**config.mk**
```make
export PLATFORM = sky130hd
export DESIGN_NAME = load_store_unit_flat
export DESIGN_NICKNAME = d
export VERILOG_FILES = /design/src/rtl/load_store_unit_if.sv /design/src/rtl/load_store_unit.sv /design/src/flat_wrapper.sv
export SDC_FILE = /design/constraint.sdc
export NUM_CORES = 1
export LEC_CHECK = 0
export CAP_MARGIN = 30
export CELL_PAD_IN_SITES_DETAIL_PLACEMENT = 0
export CELL_PAD_IN_SITES_GLOBAL_PLACEMENT = 1
export CORE_MARGIN = 1.5
export CORE_UTILIZATION = 35
export CTS_BUF_LIST = sky130_fd_sc_hd__clkbuf_8
export CTS_CLUSTER_SIZE = 12
export DETAILED_ROUTE_END_ITERATION = 8
export PLACE_DENSITY_LB_ADDON = 0.1
export SYNTH_ARGS = -nofsm -noshare
export SYNTH_HDL_FRONTEND = slang
export SYNTH_SLANG_ARGS = --single-unit
```
**constraint.sdc**
```tcl
create_clock -name SYS_clk -period 2.15 [get_ports SYS_clk]
set_input_delay 0.215 -clock SYS_clk [delete_from_list [all_inputs] [get_ports SYS_clk]]
set_output_delay 0.215 -clock SYS_clk [all_outputs]
set_load 0.01 [all_outputs]
```
**src/rtl/load_store_unit_if.sv**
```systemverilog
// Pipeline request/response handshake and data-memory port of the load/store unit.
// master = the load/store unit itself; slave = the pipeline plus data memory.
interface load_store_unit_if;
  logic        LSU_req_valid;
  logic        LSU_req_ready;
  logic        LSU_req_is_store;
  logic [1:0]  LSU_req_length;
  logic        LSU_req_signed;
  logic [31:0] LSU_req_address;
  logic [31:0] LSU_req_wdata;
  logic        LSU_rsp_valid;
  logic        LSU_rsp_ready;
  logic [31:0] LSU_rsp_data;
  logic        LSU_rsp_error;
  logic [1:0]  MEM_read_length;
  logic        MEM_read_signed;
  logic [31:0] MEM_read_address;
  logic [31:0] MEM_read_data;
  logic [1:0]  MEM_write_length;
  logic [31:0] MEM_write_data;
  logic [31:0] MEM_write_address;

  modport master (
    input  LSU_req_valid, LSU_req_is_store, LSU_req_length, LSU_req_signed,
    input  LSU_req_address, LSU_req_wdata, LSU_rsp_ready, MEM_read_data,
    output LSU_req_ready, LSU_rsp_valid, LSU_rsp_data, LSU_rsp_error,
    output MEM_read_length, MEM_read_signed, MEM_read_address,
    output MEM_write_length, MEM_write_data, MEM_write_address
  );

  modport slave (
    output LSU_req_valid, LSU_req_is_store, LSU_req_length, LSU_req_signed,
    output LSU_req_address, LSU_req_wdata, LSU_rsp_ready, MEM_read_data,
    input  LSU_req_ready, LSU_rsp_valid, LSU_rsp_data, LSU_rsp_error,
    input  MEM_read_length, MEM_read_signed, MEM_read_address,
    input  MEM_write_length, MEM_write_data, MEM_write_address
  );
endinterface

```
**src/rtl/load_store_unit.sv**
```systemverilog
// Single-outstanding load/store unit: registers a request, range/alignment checks it,
// issues one memory access and returns a response, with saturating debug counters.
module load_store_unit #(
  parameter int unsigned MEM_BYTES   = 100,
  parameter bit          ALIGN_CHECK = 1'b1,
  parameter int unsigned CNT_W       = 16
) (
  input  logic              SYS_clk,
  input  logic              SYS_reset_n,
  load_store_unit_if.master bus,
  output logic [CNT_W-1:0]  LSU_load_count,
  output logic [CNT_W-1:0]  LSU_store_count,
  output logic [CNT_W-1:0]  LSU_error_count
);

  typedef enum logic [1:0] {StIdle, StIssue, StResp} state_e;

  state_e           r_state, w_state_next;
  logic [1:0]       r_len;
  logic             r_signed, r_is_store, r_rsp_error;
  logic [31:0]      r_addr, r_wdata, r_rsp_data;
  logic [CNT_W-1:0] r_load_cnt, r_store_cnt, r_err_cnt;
  logic [2:0]       w_nbytes;
  logic [32:0]      w_end;
  logic             w_misalign, w_req_err, w_accept, w_rsp_hs;

  always_comb begin
    unique case (bus.LSU_req_length)
      2'b01:   w_nbytes = 3'd1;
      2'b10:   w_nbytes = 3'd2;
      2'b11:   w_nbytes = 3'd4;
      default: w_nbytes = 3'd0;
    endcase
  end

  // 33-bit end address so accesses near 2^32 cannot wrap into range.
  assign w_end      = {1'b0, bus.LSU_req_address} + 33'(w_nbytes);
  assign w_misalign = ((bus.LSU_req_length == 2'b10) && bus.LSU_req_address[0]) ||
                      ((bus.LSU_req_length == 2'b11) && (bus.LSU_req_address[1:0] != 2'b00));
  assign w_req_err  = (bus.LSU_req_length == 2'b00) || (w_end > 33'(MEM_BYTES)) ||
                      (ALIGN_CHECK && w_misalign);
  assign w_accept   = (r_state == StIdle) && bus.LSU_req_valid;
  assign w_rsp_hs   = (r_state == StResp) && bus.LSU_rsp_ready;

  always_comb begin
    w_state_next = r_state;
    unique case (r_state)
      StIdle:  if (w_accept) w_state_next = w_req_err ? StResp : StIssue;
      StIssue: w_state_next = StResp;
      StResp:  if (bus.LSU_rsp_ready) w_state_next = StIdle;
      default: w_state_next = StIdle;
    endcase
  end

  always_ff @(posedge SYS_clk or negedge SYS_reset_n) begin
    if (!SYS_reset_n) r_state <= StIdle;
    else              r_state <= w_state_next;
  end

  always_ff @(posedge SYS_clk or negedge SYS_reset_n) begin
    if (!SYS_reset_n) begin
      r_len       <= 2'b00;
      r_signed    <= 1'b0;
      r_is_store  <= 1'b0;
      r_addr      <= '0;
      r_wdata     <= '0;
      r_rsp_data  <= '0;
      r_rsp_error <= 1'b0;
    end else if (w_accept) begin
      r_len       <= bus.LSU_req_length;
      r_signed    <= bus.LSU_req_signed;
      r_is_store  <= bus.LSU_req_is_store;
      r_addr      <= bus.LSU_req_address;
      r_wdata     <= bus.LSU_req_wdata;
      r_rsp_data  <= '0;
      r_rsp_error <= w_req_err;
    end else if ((r_state == StIssue) && !r_is_store) begin
      r_rsp_data  <= bus.MEM_read_data;
    end
  end

  always_ff @(posedge SYS_clk or negedge SYS_reset_n) begin
    if (!SYS_reset_n) begin
      r_load_cnt  <= '0;
      r_store_cnt <= '0;
      r_err_cnt   <= '0;
    end else if (w_rsp_hs) begin
      if (r_rsp_error) begin
        if (~&r_err_cnt) r_err_cnt <= r_err_cnt + CNT_W'(1);
      end else if (r_is_store) begin
        if (~&r_store_cnt) r_store_cnt <= r_store_cnt + CNT_W'(1);
      end else begin
        if (~&r_load_cnt) r_load_cnt <= r_load_cnt + CNT_W'(1);
      end
    end
  end

  // Memory strobes decode from state only, so reset kills a pending write at once.
  always_comb begin
    bus.LSU_req_ready     = (r_state == StIdle);
    bus.LSU_rsp_valid     = (r_state == StResp);
    bus.LSU_rsp_data      = (r_state == StResp) ? r_rsp_data : '0;
    bus.LSU_rsp_error     = (r_state == StResp) && r_rsp_error;
    bus.MEM_read_length   = 2'b00;
    bus.MEM_read_signed   = 1'b0;
    bus.MEM_read_address  = '0;
    bus.MEM_write_length  = 2'b00;
    bus.MEM_write_data    = '0;
    bus.MEM_write_address = '0;
    if (r_state == StIssue) begin
      bus.MEM_read_address  = r_addr;
      bus.MEM_write_address = r_addr;
      if (r_is_store) begin
        bus.MEM_write_length = r_len;
        bus.MEM_write_data   = r_wdata;
      end else begin
        bus.MEM_read_length = r_len;
        bus.MEM_read_signed = r_signed;
      end
    end
  end

  assign LSU_load_count  = r_load_cnt;
  assign LSU_store_count = r_store_cnt;
  assign LSU_error_count = r_err_cnt;

endmodule
```
**src/flat_wrapper.sv**
```systemverilog
// flat-port wrapper written by rule: the top's interface ports become plain ports
module load_store_unit_flat 
#(
  parameter int unsigned MEM_BYTES   = 100,
  parameter bit          ALIGN_CHECK = 1'b1,
  parameter int unsigned CNT_W       = 16
)
  (SYS_clk, SYS_reset_n, LSU_load_count, LSU_store_count, LSU_error_count, bus_LSU_req_valid, bus_LSU_req_is_store, bus_LSU_req_length, bus_LSU_req_signed, bus_LSU_req_address, bus_LSU_req_wdata, bus_LSU_rsp_ready, bus_MEM_read_data, bus_LSU_req_ready, bus_LSU_rsp_valid, bus_LSU_rsp_data, bus_LSU_rsp_error, bus_MEM_read_length, bus_MEM_read_signed, bus_MEM_read_address, bus_MEM_write_length, bus_MEM_write_data, bus_MEM_write_address);
  load_store_unit_if bus_i ();
  input  logic SYS_clk;
  input  logic SYS_reset_n;
  output logic [CNT_W-1:0] LSU_load_count;
  output logic [CNT_W-1:0] LSU_store_count;
  output logic [CNT_W-1:0] LSU_error_count;
  input wire logic [$bits(bus_i.LSU_req_valid)-1:0] bus_LSU_req_valid;
  input wire logic [$bits(bus_i.LSU_req_is_store)-1:0] bus_LSU_req_is_store;
  input wire logic [$bits(bus_i.LSU_req_length)-1:0] bus_LSU_req_length;
  input wire logic [$bits(bus_i.LSU_req_signed)-1:0] bus_LSU_req_signed;
  input wire logic [$bits(bus_i.LSU_req_address)-1:0] bus_LSU_req_address;
  input wire logic [$bits(bus_i.LSU_req_wdata)-1:0] bus_LSU_req_wdata;
  input wire logic [$bits(bus_i.LSU_rsp_ready)-1:0] bus_LSU_rsp_ready;
  input wire logic [$bits(bus_i.MEM_read_data)-1:0] bus_MEM_read_data;
  output wire logic [$bits(bus_i.LSU_req_ready)-1:0] bus_LSU_req_ready;
  output wire logic [$bits(bus_i.LSU_rsp_valid)-1:0] bus_LSU_rsp_valid;
  output wire logic [$bits(bus_i.LSU_rsp_data)-1:0] bus_LSU_rsp_data;
  output wire logic [$bits(bus_i.LSU_rsp_error)-1:0] bus_LSU_rsp_error;
  output wire logic [$bits(bus_i.MEM_read_length)-1:0] bus_MEM_read_length;
  output wire logic [$bits(bus_i.MEM_read_signed)-1:0] bus_MEM_read_signed;
  output wire logic [$bits(bus_i.MEM_read_address)-1:0] bus_MEM_read_address;
  output wire logic [$bits(bus_i.MEM_write_length)-1:0] bus_MEM_write_length;
  output wire logic [$bits(bus_i.MEM_write_data)-1:0] bus_MEM_write_data;
  output wire logic [$bits(bus_i.MEM_write_address)-1:0] bus_MEM_write_address;
  assign bus_i.LSU_req_valid = bus_LSU_req_valid;
  assign bus_i.LSU_req_is_store = bus_LSU_req_is_store;
  assign bus_i.LSU_req_length = bus_LSU_req_length;
  assign bus_i.LSU_req_signed = bus_LSU_req_signed;
  assign bus_i.LSU_req_address = bus_LSU_req_address;
  assign bus_i.LSU_req_wdata = bus_LSU_req_wdata;
  assign bus_i.LSU_rsp_ready = bus_LSU_rsp_ready;
  assign bus_i.MEM_read_data = bus_MEM_read_data;
  assign bus_LSU_req_ready = bus_i.LSU_req_ready;
  assign bus_LSU_rsp_valid = bus_i.LSU_rsp_valid;
  assign bus_LSU_rsp_data = bus_i.LSU_rsp_data;
  assign bus_LSU_rsp_error = bus_i.LSU_rsp_error;
  assign bus_MEM_read_length = bus_i.MEM_read_length;
  assign bus_MEM_read_signed = bus_i.MEM_read_signed;
  assign bus_MEM_read_address = bus_i.MEM_read_address;
  assign bus_MEM_write_length = bus_i.MEM_write_length;
  assign bus_MEM_write_data = bus_i.MEM_write_data;
  assign bus_MEM_write_address = bus_i.MEM_write_address;
  load_store_unit #(.MEM_BYTES(MEM_BYTES), .ALIGN_CHECK(ALIGN_CHECK), .CNT_W(CNT_W)) u_core (.SYS_clk(SYS_clk), .SYS_reset_n(SYS_reset_n), .bus(bus_i), .LSU_load_count(LSU_load_count), .LSU_store_count(LSU_store_count), .LSU_error_count(LSU_error_count));
endmodule
```
== Yosys cells after proc, flatten, opt, wreduce, memory -nomap -nowiden ==
Index checks and enable logic that the tools add are counted.
Operators by class
  add/subtract/negate cells: 4
  multipliers: 0
  divide/modulo/power cells: 0
  magnitude comparators: 1
  equality and inequality tests: 7
  shift operators: 0
  muxes and demuxes: 17
  bitwise gates (word level): 5
  reductions and logical operators: 21
Operator list (count)
  two-way mux 32 bit: 6
  adder 16 x 1 -> 16 bit (second input constant): 3
  AND reduction 16 bit: 3
  adder 32 x 3 -> 33 bit: 1
  > comparator 33 x 7 -> 1 bit (second input constant): 1
  two-way mux 2 bit: 7
  one-hot mux 3 bit (3 select lines): 1
  AND reduction 4 bit: 2
  equality test 2 bit (second input constant): 3
  logical AND 1 bit: 6
  one-hot mux 2 bit (3 select lines): 1
  inverter 1 bit: 5
  equality test 2 x 1 -> 1 bit (second input constant): 2
  logical NOT 2 bit: 2
  nonzero test 2 bit: 2
  logical OR 1 bit: 3
  AND reduction 3 bit: 1
  two-way mux 1 bit: 2
  != test 2 x 1 -> 1 bit (second input constant): 1
  != test 2 bit (second input constant): 1
  AND reduction 2 bit: 1
  logical NOT 1 bit: 1
Word-level totals
  register bits after elaboration: 151
  latch bits: 0
  RAM bits: 0
  bits in read-only memories: 0
  input port bits: 104
  output and inout bits: 184
  logic and storage cells: 66
  memories kept: 0

== Depth between registers and ports, before layout ==
  depth in word-level cells: 9
  depth in mapped cells: 10
  mapped depth without buffers: 10

== Worst setup path before layout ==
OpenSTA, ideal clock, no wires.
  path kind: input-to-reg
  start: in bus_LSU_req_length[0]
  end: reg u_core.r_rsp_error
  setup time: 138 ps
  arrival time: 2286 ps
  data required time: 2012 ps
  slack: -273 ps
  stages on the path: 10
  path buffers: 0
  cells stage by stage: nor2b_1 ha_1 fa_1 a21oi_2 nor2_1 and4_1 o31ai_1 o2111ai_1 nor4_2 a21oi_1
Between the ends
  word-level cells in the longest chain between the ends: 6
  elaborated cells on any way between the ends: 12
  classes of those cells: add/sub: 1; order compare: 1; eq/ne: 3; mux: 1; reduce/logical: 6
Ends and longest elaborated chain
  start, declared: RTL line flat_wrapper.sv:17  | input wire logic [$bits(bus_i.LSU_req_length)-1:0] bus_LSU_req_length;
  equality test 2 bit, or another cell as far along: RTL line load_store_unit.sv:28, load_store_unit.sv:39
  one-hot mux 3 bit (3 select lines): RTL line load_store_unit.sv:28  | unique case (bus.LSU_req_length)
  adder 32 x 3 -> 33 bit: RTL line load_store_unit.sv:37  | assign w_end = {1'b0, bus.LSU_req_address} + 33'(w_nbytes);
  > comparator 33 x 7 -> 1 bit: RTL line load_store_unit.sv:40  | assign w_req_err = (bus.LSU_req_length == 2'b00) || (w_end > 33'(MEM_BYTES)) ||
  logical OR 1 bit: RTL line load_store_unit.sv:40
  logical OR 1 bit *: RTL line load_store_unit.sv:40
  end signal, assigned: RTL line load_store_unit.sv:76  | r_rsp_error <= w_req_err;
  end, declared: RTL line load_store_unit.sv:20  | logic r_signed, r_is_store, r_rsp_error;
Every way passes the cells marked *; elsewhere a longest branch is shown, timed or not.
A chain may end at the register's enable or synchronous reset.

== Worst setup path in the final report ==
  start: in bus_LSU_req_length[0]
  end: reg u_core.r_state[0]
Between the ends
  word-level cells in the longest chain between the ends: 9
  elaborated cells on any way between the ends: 15
  classes of those cells: add/sub: 1; order compare: 1; eq/ne: 3; mux: 4; reduce/logical: 6
Ends and longest elaborated chain
  equality test 2 bit, or another cell as far along: RTL line load_store_unit.sv:28, load_store_unit.sv:39
  one-hot mux 3 bit (3 select lines): RTL line load_store_unit.sv:28
  adder 32 x 3 -> 33 bit: RTL line load_store_unit.sv:37
  > comparator 33 x 7 -> 1 bit: RTL line load_store_unit.sv:40
  logical OR 1 bit: RTL line load_store_unit.sv:40
  logical OR 1 bit *: RTL line load_store_unit.sv:40
  two-way mux 2 bit * (2 in a row): RTL line load_store_unit.sv:48  | StIdle: if (w_accept) w_state_next = w_req_err ? StResp : StIssue;
  one-hot mux 2 bit (3 select lines) *: RTL line load_store_unit.sv:47  | unique case (r_state)
  end signal, assigned: RTL line load_store_unit.sv:56  | if (!SYS_reset_n) r_state <= StIdle;
  end signal, assigned: RTL line load_store_unit.sv:57  | else r_state <= w_state_next;
  end, declared: RTL line load_store_unit.sv:18  | state_e r_state, w_state_next;
Every way passes the cells marked *; elsewhere a longest branch is shown, timed or not. The select of a mux whose other input is x is not followed.

==> reports/metrics.csv <==
metric;value;unit
status;complete, no violations;
All-Layer GR Usage;20.7;%
WP data required;2530;ps
Setup-failing EPs final;0;
Mapped Nets;833;
initial antenna violation count;0;
Synth Warn #;0;
largest net degree at the start of global routing;55;
mapped cell area;7810;µm²
Multi-input gate area;3840;µm²
worst slew pin tran;574;ps
die area;23200;µm²
I/O pin cnt;288;
maxcap violations;0;
LEAKAGE;6.12;nW
Worst path top cell family by delay;simple AND/OR/NAND/NOR gates;
total CTS buffers;17;
Area after DPL;11500;µm²
startpoint type of the worst setup path;input pin;
crit path cell chain;buf_6 -> nor2b_4 -> ha_4 -> fa_2 -> a21oi_4 -> buf_6 -> nor4_2 -> xnor2_1 -> and4_1 -> nand4_1 -> nor4_2 -> and2_1;
asr flop ratio synth;100;%
most common cell after layout, fill and taps aside;dfrtp_1;
DR iter-0 viols;299;
first-pass GRT wire length;38200;µm
drt pass-1 iters;4;
Arr. time, crit path;2510;ps
synth-to-layout area growth;55.8;%
Overflow after GRT;0;
fillers;2048;
RSZ-0062 raised after global routing;true;
clk sinks;151;
final worst-path cycle share;98.8;%
HP Class;input pin to register;
register area;3780;µm²
vias per cell;4.93;
Critical Path Slowest Stage Cell;fa_2;
relative slew slack;61.8;%
CTS root buffer;clkbuf_8;
layout cell share with drive strength beyond 1;24.4;%
final wirelength;24100;µm
Seq cells post-synth;151;
DIE WIDTH;152;µm
DR DRC count;0;
crit-path max cell delay;370;ps
input/output buffers;287;
Max Root-Sink Buffers;2;
starting density of the core;35.7;%
Synth Instances;722;
die height;152;µm
number of flops mapped to enable cells by yosys;0;
buffers and inverters on the worst path;2;
TNS Setup;0;ps
antenna cell count;0;
cell row count;54;
leading cell types in the layout, fill and taps excluded;150 x dfrtp_1, 144 x clkdlybuf4s50_1, 93 x dlygate4sd2_1, 93 x buf_4, 75 x mux2_2;
FMAX;0.471;GHz
CTS clk-pin slew, worst paths;80;ps
RD Place Congestion;0.836;
vias in the first global route;6826;
crit path max fanout;6;
clk_skew;20.1;ps
Yosys cell types;58;
WHS;118;ps
Hold Vio Cnt, Final;0;
crit end category;register;
Crit Path Category;input pin to register;
Seq/Total Area, Yosys;48.4;%
Power per Cell Area;607;nW/µm²
Mean Syn Cell Area;10.8;µm²
CTS tree;done;
Synth Flop Type;dfrtp_1;
fin area;12200;µm²
antenna violation net count after detailed routing;0;
Period minus WS final;2120;ps
reg2reg setup slack;210;ps
via count;6722;
DPL Wire Length;17500;µm
worst-skew pair later-pin latency;460;ps
worst vdd rail ir drop;0.588;mV
htree depth;4;
nets@finish;1182;
drt wl/cell;17.6;µm
Slew Limit Fails;0;
core box area;21900;µm²
## what timing repair did
action / in CTS / in global routing
pin swaps: 8 / 11
hold buffers: 1 / 0
gates resized for setup: 146 / 68
endpoints found under the setup margin: 139 / 32
buffers inserted: 11 / 5
gates cloned: 0 / 2
hold endpoints to repair: 48 / 0
## path summary, 6_finish.rpt
| check | startpoint | endpoint | cells after the start |
|---|---|---|---|
| hold / removal | bus_LSU_req_length[0] | u_core.r_len[0] | 3 |
| hold reg to reg | u_core.LSU_error_count[6] | u_core.LSU_error_count[6] | 1 |
| setup reg to reg | u_core.r_state[0] | u_core.LSU_store_count[15] | 9 |
| max in group asynchronous | SYS_reset_n | u_core.r_state[1] | 3 |
| min in group asynchronous | SYS_reset_n | u_core.r_addr[14] | 2 |
| setup / recovery | bus_LSU_req_length[0] | u_core.r_state[0] | 12 |
## stage by stage
| step | util [%] | setup WS [ps] | power (mW) | cells |
|---|---|---|---|---|
| floorplan | - | -48.8 | 4.20 | 722 |
| global placement | 52.6 | -853 | 5.00 | 1313 |
| detailed placement | 52.6 | -996 | 5.03 | 1313 |
| CTS | 54.6 | -156 | 7.47 | 1357 |
| global route | 55.6 | -52.7 | 7.81 | 1364 |
| finish | 55.6 | 25.6 | 7.39 | 1364 |
## cell usage after synthesis, types with 3 or more instances
cell type | n | area share [%]
clkbuf_1 | 26 | 1.2
nor2b_1 | 6 | 0.48
o31ai_1 | 5 | 0.48
nand3_1 | 29 | 1.9
xnor2_1 | 32 | 3.6
nor4_2 | 3 | 0.48
and2_1 | 75 | 6.0
nor2_1 | 31 | 1.5
buf_4 | 32 | 3.1
nor3_1 | 5 | 0.32
mux2_2 | 76 | 11
inv_1 | 9 | 0.43
dfrtp_1 | 151 | 48
xor2_1 | 17 | 1.9
nand4_1 | 23 | 1.8
a21oi_1 | 13 | 0.83
ha_1 | 6 | 0.96
o21ai_0 | 9 | 0.58
nand2_1 | 42 | 2.0
a22o_1 | 27 | 3.0
and3_1 | 46 | 3.7
and4_1 | 6 | 0.67
buf_2 | 4 | 0.26
nand2b_1 | 3 | 0.24
nor4_1 | 4 | 0.32
## logic make-up after synthesis
family	share of synthesized area [%]
AND/OR/NAND/NOR	21.0
flip-flops	48.4
multiplexers	11.2
AO/OA/AOI/OAI	7.62
buffers and inverters	5.11
XOR/XNOR	5.49
adder cells (fa/ha/maj)	1.22
## state kept, by name (all words and copies together) (netlist names)
register                flops
u_core.r_addr              32
u_core.r_rsp_data          32
u_core.r_wdata             32
u_core.LSU_error_count     16
u_core.LSU_load_count      16
u_core.LSU_store_count     16
u_core.r_len                2
u_core.r_state              2
u_core.r_is_store           1
u_core.r_rsp_error          1
u_core.r_signed             1
## area by class of cell
class,count,share of cell area (%)
Multi-Input combinational cell,498,31.5
Sequential cell,151,31.0
Timing Repair Buffer,394,30.8
Tap cell,280,2.88
Clock buffer,18,2.03
Clock inverter,14,1.48
Inverter,9,0.277
## power breakdown
part	switching [mW]	leakage, nW	total, mW	internal [mW]
Clock	1.25	0.217	2.37	1.12
Combinational	0.604	3.98	1.49	0.889
Sequential	0.273	1.92	3.52	3.25
Total	2.13	6.12	7.39	5.26
## tightest hold or removal path: cells and delay by family
family	cells	cell delay, ps
buf+inv	2	190
mux	1	130
## routing by layer
layer  global-route usage, %  share of wire (%)
met1                    27.4                 45
met4                    4.67                1.1
met3                    6.91                7.6
met2                    32.8                 46
met5                       0                  0
No activity file was read; power rests on OpenSTA's default activity.
